### src/rtl/seqmon_pkg.sv
// Shared types and defaults for the per-channel sequence obligation monitor.
package seqmon_pkg;

    localparam int RESP_DLY_DEF = 1;
    localparam int ACK_DLY_DEF  = 1;
    localparam int CNT_W_DEF    = 8;

    // Result of one channel's checks at a single edge.
    typedef struct packed {
        logic pass;
        logic fail_resp;
        logic fail_ack;
    } chan_status_t;

    typedef logic [CNT_W_DEF-1:0] err_cnt_t;

endpackage

### src/rtl/seqmon_chan.sv
// One channel: stage A (trigger->response) and stage B (response->ack) pipelines with checks.
module seqmon_chan
    import seqmon_pkg::*;
#(
    parameter int RESP_DLY = RESP_DLY_DEF,
    parameter int ACK_DLY  = ACK_DLY_DEF
) (
    input  logic         clk,
    input  logic         rst,
    input  logic         start,
    input  logic         resp,
    input  logic         ack,
    input  logic         abort,
    output chan_status_t status,
    output logic         fail_next,
    output logic         busy
);

    logic [RESP_DLY-1:0] a_q, a_d;
    logic [ACK_DLY-1:0]  b_q, b_d;
    chan_status_t        status_q, status_d;
    logic                a_exit, b_exit;

    assign a_exit = a_q[RESP_DLY-1];
    assign b_exit = b_q[ACK_DLY-1];

    // NOTE: every output of this block gets a default before any condition, so no latch is inferred.
    always_comb begin
        a_d[0] = start;
        for (int i = 1; i < RESP_DLY; i++) a_d[i] = a_q[i-1];
        b_d[0] = a_exit & resp;
        for (int i = 1; i < ACK_DLY; i++) b_d[i] = b_q[i-1];

        status_d.pass      = b_exit & ack;
        status_d.fail_resp = a_exit & ~resp;
        status_d.fail_ack  = b_exit & ~ack;

        // An abort discards pending attempts and any result due at this edge.
        if (abort) begin
            a_d      = '0;
            b_d      = '0;
            status_d = '0;
        end
    end

    // NOTE: state registers use non-blocking assignments so all flops update from pre-edge values.
    always_ff @(posedge clk or posedge rst) begin
        if (rst) begin
            a_q      <= '0;
            b_q      <= '0;
            status_q <= '0;
        end else begin
            a_q      <= a_d;
            b_q      <= b_d;
            status_q <= status_d;
        end
    end

    assign status    = status_q;
    assign fail_next = status_d.fail_resp | status_d.fail_ack;
    assign busy      = (|a_q) | (|b_q);

endmodule

### src/rtl/seq_obligation_monitor.sv
// N-channel trigger->response->ack obligation monitor with saturating error count.
// Optional macro SEQMON_ABORT_EN: an edge sampling en=0 clears all pending attempts.
module seq_obligation_monitor
    import seqmon_pkg::*;
#(
    parameter int NCH      = 2,
    parameter int RESP_DLY = RESP_DLY_DEF,
    parameter int ACK_DLY  = ACK_DLY_DEF,
    parameter int CNT_W    = CNT_W_DEF
) (
    input  logic             clk,
    input  logic             rst,
    input  logic             en,
    input  logic [NCH-1:0]   trig,
    input  logic [NCH-1:0]   resp,
    input  logic             ack,
    output logic [NCH-1:0]   pass,
    output logic [NCH-1:0]   fail,
    output logic             fail_any,
    output logic [CNT_W-1:0] err_cnt,
    output logic             busy
);

    typedef logic [CNT_W-1:0] cnt_t;
    localparam cnt_t CNT_MAX = '1;

    logic         abort;
    logic [NCH-1:0] fail_next, chan_busy;
    chan_status_t st [NCH];
    cnt_t         err_cnt_q, err_cnt_d;

`ifdef SEQMON_ABORT_EN
    assign abort = ~en;
`else
    assign abort = 1'b0;
`endif

    for (genvar i = 0; i < NCH; i++) begin : g_chan
        seqmon_chan #(
            .RESP_DLY (RESP_DLY),
            .ACK_DLY  (ACK_DLY)
        ) u_chan (
            .clk       (clk),
            .rst       (rst),
            .start     (en & trig[i]),
            .resp      (resp[i]),
            .ack       (ack),
            .abort     (abort),
            .status    (st[i]),
            .fail_next (fail_next[i]),
            .busy      (chan_busy[i])
        );
        assign pass[i] = st[i].pass;
        assign fail[i] = st[i].fail_resp | st[i].fail_ack;
    end

    // Counts from next-state fails so err_cnt and fail_any change on the same edge.
    always_comb begin
        err_cnt_d = err_cnt_q;
        if ((|fail_next) && (err_cnt_q != CNT_MAX)) err_cnt_d = err_cnt_q + cnt_t'(1);
    end

    always_ff @(posedge clk or posedge rst) begin
        if (rst) err_cnt_q <= '0;
        else     err_cnt_q <= err_cnt_d;
    end

    assign fail_any = |fail;
    assign err_cnt  = err_cnt_q;
    assign busy     = |chan_busy;

endmodule

### config.mk
export PLATFORM = sky130hd
export DESIGN_NAME = seq_obligation_monitor
export DESIGN_NICKNAME = d
export VERILOG_FILES = /design/src/rtl/seqmon_pkg.sv /design/src/rtl/seqmon_chan.sv /design/src/rtl/seq_obligation_monitor.sv
export SDC_FILE = /design/constraint.sdc
export NUM_CORES = 1
export LEC_CHECK = 0
export BUFFER_PORTS_ARGS = -buffer_cell sky130_fd_sc_hd__buf_2
export CORE_MARGIN = 3
export CORE_UTILIZATION = 50
export DETAILED_ROUTE_END_ITERATION = 8
export GPL_ROUTABILITY_DRIVEN = 0
export HOLD_SLACK_MARGIN = 0.1
export PLACE_DENSITY = 0.76
export SYNTH_ARGS = -nofsm -noshare
export SYNTH_HDL_FRONTEND = slang
export SYNTH_HIERARCHICAL = 1
export SYNTH_SLANG_ARGS = --single-unit
### constraint.sdc
create_clock -name clk -period 1.59 [get_ports clk]
set_clock_uncertainty 0.05 [all_clocks]
set_input_delay 0.159 -clock clk [delete_from_list [all_inputs] [get_ports clk]]
set_output_delay 0.159 -clock clk [all_outputs]
set_load 0.1 [all_outputs]
==> out/metrics.cfg, run 1 <==
[hold_path]
min_delay_path_depth=2
hp-class=in -> reg
hold_end=g_chan[1].u_chan/status[2]
min-delay-start=ack

[placed_design]
port_buffers=21
dp_hpwl_um=1280
dp.cells=124

[layout]
areaGrowthSynthToFinish_pct=43.7
fin_cells=134
multi_input_area_um2=510
regArea_um2=465
drive_gt1_share_pct=46.6
fin_nets=128
num_antenna_cells=0
fillers=103
final_common_cell=buf_2
post-route-util_pct=79.5
final_cell_mix=buf_2 (19), conb_1 (12), dfrtp_1 (10), or2_4 (6), dfrtp_2 (6)

[power_and_ir_drop]
pwr-share-comb_pct=44.2
clkPwrFrac_pct=14.7
leakage_nw=0.622
powerDensity_nw_per_um2=1260
switchingPower_mw=0.771
vdd_drop_max_v=0.00148
p_int_mw=0.795
p_seq_share_pct=41.1
switching_share_pct=49.2
power_mw=1.57

[flow_run]
maxCapViolCount=0

[timing]
setup_viol=0
rsz0062_at_grt=true
slew_violations=0
fin_hold_ws_ns=0.114
finalCriticalPeriod_ns=1.57
finalCritPeriodShare_pct=98.7
max_freq_ghz=0.637
hold_violations=0

[run_status]
status=completed

[critical_path]
ff2ff_path_depth=4
slowest_delay_ns=0.41
crit_path_max_fanout=4
r2r_start=err_cnt[0]
cp-start-kind=flop
r2r_slack_ns=0.07
crit_top_cell=or2_4
cp_data_arrival_time_ns=1.36
path_class=reg -> out
r2r_end=err_cnt[1]
worst-path-buf-inv=1
critPathCaptureType=primary output
critPathSlowestCell=dfrtp_1
critPathTopFamily=simple AND/OR/NAND/NOR gates
crit_chain=or2_4 > or2_4 > buf_12
worstPathRequired_ns=1.38

[floorplan]
dieArea_um2=2260
num_io_pins=22
die_width_um=47.5
fp-row-count=14
initial_core_util_pct=55.3
fp.dieH_um=47.5
core_area_um2=1560

[grt]
antenna_found_initial=0
grt_overflow_total=0
grt_pass1_vias=671
grt_pass1_wl_um=2900
grt_usage_pct=19.3
grt_max_degree=11

[synth]
async_flop_share_pct=100
syn_area_um2=862
yosys_register_bits=18
synth-edff-count=0
ys_warn_count=6
syn_avg_cell_area_um2=11.6
seq_area_frac_synth_pct=52.2
synthFlopType=dfrtp_1
synthCells=74
ys_types=32

[clocking]
cts_sinks=18
cts.path.max_buffers=2
h-tree-depth=1
cts_made_buffers=3
clk_latency_ns=0.29
clk_pin_slew_worst_paths_ns=0.10
tritoncts=yes
root_buffer=clkbuf_4

[route]
initialDrtViolationCount=13
antenna_left=0
first_pass_iters=4
vias=687
wl_per_cell_um=13.8
via_per_inst=5.13
wl_um=1850
route.detailed.drc=0

## power by group through the flow
stage,sequential [mW],combinational [mW],clock (mW)
after floorplan,1.03,0.151,0
after global placement,0.639,0.637,0
after detailed placement,0.644,0.641,0
after CTS,0.636,0.669,0.239
after global routing,0.657,0.729,0.266
final,0.644,0.691,0.230
## timing repair
item | CTS | global route
pin swaps | 2 | 1
endpoints found under the setup margin | 2 | 8
resized for setup | 12 | 7
buffers inserted | 2 | 0
endpoints found under the hold margin | 23 | 0
hold buffers | 4 | 0
gates cloned | 0 | 0
## cell families after synthesis
| group | synth area share, % |
|---|---|
| and+or+nand+nor | 24.7 |
| DFF | 52.2 |
| AOI/OAI and AO/OA | 14.5 |
| xor gates and xnor gates | 4.06 |
| buffers and inverters | 1.31 |
| adders and majority gates | 1.45 |
| other | 0.435 |
| muxes | 1.31 |
## synthesized netlist by cell type, drive strengths merged, types with 2 or more instances
master,count,share of area (%)
dfrtp,18,52
or2,6,4.4
and3b,4,4.1
nand2b,4,2.9
nor3b,4,3.5
a21oi,3,1.7
inv,3,1.3
a21boi,2,1.7
and2,2,1.5
nand3,2,1.7
nor2,2,0.87
nor2b,2,1.5
nor3,2,1.2
xnor2,2,2.0
xor2,2,2.0
## layout make-up
class	count	area share (%)
multi-input combinational	64	41.2
sequential	18	37.6
timing repair buffer	29	16.6
clock buffer	4	2.12
tap	16	1.62
inverter	3	0.909
## flip-flops by register name, indices dropped and copies added (netlist names)
register	cells
g_chan.u_chan/a_exit	2
g_chan.u_chan/status	6
g_chan.u_chan/b_exit	2
err_cnt	8
## worst max path at each step
| stage | startpoint | to | slack (ns) | cells after the start |
|---|---|---|---|---|
| after floorplan | err_cnt[2] | err_cnt[1] | -0.06 | 3 |
| after global placement | g_chan[1].u_chan/b_exit | err_cnt[5] | 0.11 | 5 |
| after detailed placement | g_chan[1].u_chan/b_exit | err_cnt[5] | 0.09 | 5 |
| after CTS | g_chan[0].u_chan/status[0] | fail_any | 0.005 | 3 |
| after global routing | g_chan[1].u_chan/a_exit | busy | -0.05 | 3 |
| final | g_chan[1].u_chan/a_exit | busy | 0.02 | 3 |
## stage by stage
step | setup slack [ns] | instance area, um^2 | TNS [ns]
2_1_floorplan | -0.0561 | 945 | -0.100
3_3_place_gp | 0.114 | 1080 | 0
3_5_place_dp | 0.0881 | 1080 | 0
4_1_cts | 0.00513 | 1210 | 0
5_1_grt | -0.0467 | 1240 | -0.116
6_report | 0.0201 | 1240 | 0
## routing by layer
layer,vias up,share of wire [%],track usage [%]
li1,337,-,-
met1,331,45,23.8
met2,17,50,32.9
met3,2,3.6,3.38
met4,0,0.54,8.29
met5,-,0,0
Note: power is estimated with default switching activity, not from simulation.
==> inputs of run 2 (changes only) <==
--- a/config.mk
+++ b/config.mk
@@ -11,7 +11,7 @@
 export DETAILED_ROUTE_END_ITERATION = 8
 export GPL_ROUTABILITY_DRIVEN = 0
 export HOLD_SLACK_MARGIN = 0.1
-export PLACE_DENSITY = 0.76
+export PLACE_DENSITY = 0.79
 export SYNTH_ARGS = -nofsm -noshare
 export SYNTH_HDL_FRONTEND = slang
 export SYNTH_HIERARCHICAL = 1
==> run 2 against run 1 <==
  * Via count increased by 6.6%
  * Power grew 4.6%
  * Clock power up 23%
  * Cell area increased by 6.3%
  * Sequential share of layout area fell by 2.2 points
  * Core utilization is 5.0 points higher
  * Hold slack improved by 0.020 ns
  * First-iteration DRC count unchanged
  * Critical endpoint unchanged
==> out/metrics.cfg, run 2 (synthesis gave the netlist of run 1 again) <==
[timing]
finalCritPeriodShare_pct=99.0
rsz0062_at_grt=true
hold_violations=0
finalCriticalPeriod_ns=1.57
setup_viol=0
slew_violations=0
worst_slack_ns=0.0166
max_freq_ghz=0.636

[critical_path]
slowest_delay_ns=0.43
critPathTopFamily=simple AND/OR/NAND/NOR gates
cp_data_arrival_time_ns=1.36
crit_chain=or2_4 > or2_4 > buf_12
r2r_slack_ns=0.06
crit_path_max_fanout=4
path_class=reg -> out
worstPathRequired_ns=1.38
crit_top_cell=or2_4
critPathSlowestCell=dfrtp_1
critPathCaptureType=primary output
worst-path-buf-inv=1
cp-start-kind=flop

[power_and_ir_drop]
leakage_nw=0.644
vdd_drop_max_v=0.00152
powerDensity_nw_per_um2=1240

[layout]
post-route-util_pct=84.4
final_common_cell=buf_2
largest_register_ffs=8
fin_nets=130
drive_gt1_share_pct=50.0
final_cell_mix=buf_2 (19), conb_1 (12), dfrtp_1 (10), or2_4 (6), dfrtp_2 (6)
fillers=88
num_antenna_cells=0
areaGrowthSynthToFinish_pct=52.7

[placed_design]
port_buffers=21
place_ws_ns=0.0725

[grt]
grt_overflow_total=0
use_met2_pct=29.9
grt.busiest_layer=met2
met3_usage_pct=2.26
grt_max_degree=11
grt_pass1_vias=682
antenna_found_initial=0
grt_pass1_wl_um=3120
gr-usage-met1_pct=27.9
grt_usage_pct=20.0

[clocking]
cts_sinks=18
clk_pin_slew_worst_paths_ns=0.10
tritoncts=yes
root_buffer=clkbuf_4
cts.path.max_buffers=2
clk_latency_ns=0.29
h-tree-depth=1
cts_made_buffers=3

[route]
route.detailed.drc=0
wl_um=2170
initialDrtViolationCount=13
wl_per_cell_um=15.9
first_pass_iters=4
via_per_inst=5.38
antenna_left=0
vias=732

[run_status]
status=completed

[floorplan]
dieArea_um2=2260
core_area_um2=1560
die_width_um=47.5
num_io_pins=22
fp-row-count=14
initial_core_util_pct=55.3
fp.dieH_um=47.5

[hold_path]
hp-class=in -> reg

[flow_run]
maxCapViolCount=0

-- run 2: cell count changes in the layout (fill, tap and decap cells not counted), sizes merged --
cell and delta:
buf +1, dlygate4sd3 +1
-- run 2: repair_timing --
| item | 4_1_cts | 5_1_grt |
|---|---|---|
| pin swaps | 1 | 14 |
| hold endpoints to repair | 24 | 0 |
| resized for setup | 12 | 16 |
| endpoints found under the setup margin | 2 | 8 |
| hold buffers | 5 | 0 |
| buffers inserted | 3 | 0 |
-- run 2: routing by layer --
metal	vias to the layer above	part of all wire, %	routed length (um)
li1	343	-	-
met1	354	42	918
met2	27	51	1110
met3	8	3.6	79
met4	0	2.9	63
met5	-	0	0
-- run 2: worst min-delay path, stage by stage --
cell and delay [ns]:
buf_2 0.07, and2_1 0.10, nor2b_1 0.11
-- run 2: worst paths after layout --
check                                         from                          to  cells past startpoint
min in group asynchronous                      rst  g_chan[0].u_chan/status[2]                      3
setup reg to reg           g_chan[1].u_chan/b_exit                  err_cnt[1]                      6
hold reg to reg                         err_cnt[7]                  err_cnt[7]                      1
setup / recovery           g_chan[1].u_chan/a_exit                        busy                      3
hold / removal                             trig[1]     g_chan[1].u_chan/a_exit                      3
max in group asynchronous                      rst                  err_cnt[1]                      3
-- run 2: layout make-up --
| type | instances | area, um^2 | area share [%] |
|---|---|---|---|
| Clock buffer | 4 | 36.3 | 2.76 |
| Timing Repair Buffer | 31 | 230 | 17.5 |
| Multi-Input combinational cell | 64 | 553 | 42.0 |
| Inverter | 3 | 11.3 | 0.856 |
| Tap cell | 16 | 20.0 | 1.52 |
| Sequential cell | 18 | 465 | 35.4 |
-- run 2: power by group --
part	internal, mW	switching [mW]
combinational	0.166	0.541
sequential	0.537	0.112
clock	0.139	0.142
total	0.843	0.795
-- run 2: stage by stage --
stage | total power, mW | hold WS, ns | cell area (um^2) | TNS (ns) | cells
after global routing | 1.71 | 0.142 | 1320 | -0.0802 | 136
after CTS | 1.60 | 0.131 | 1230 | -0.0183 | 136
after floorplan | 1.18 | -0.112 | 945 | -0.100 | 85
final | 1.64 | 0.134 | 1320 | 0 | 136
after detailed placement | 1.29 | 0.0372 | 1080 | 0 | 124
after global placement | 1.27 | 0.0343 | 1080 | 0 | 124
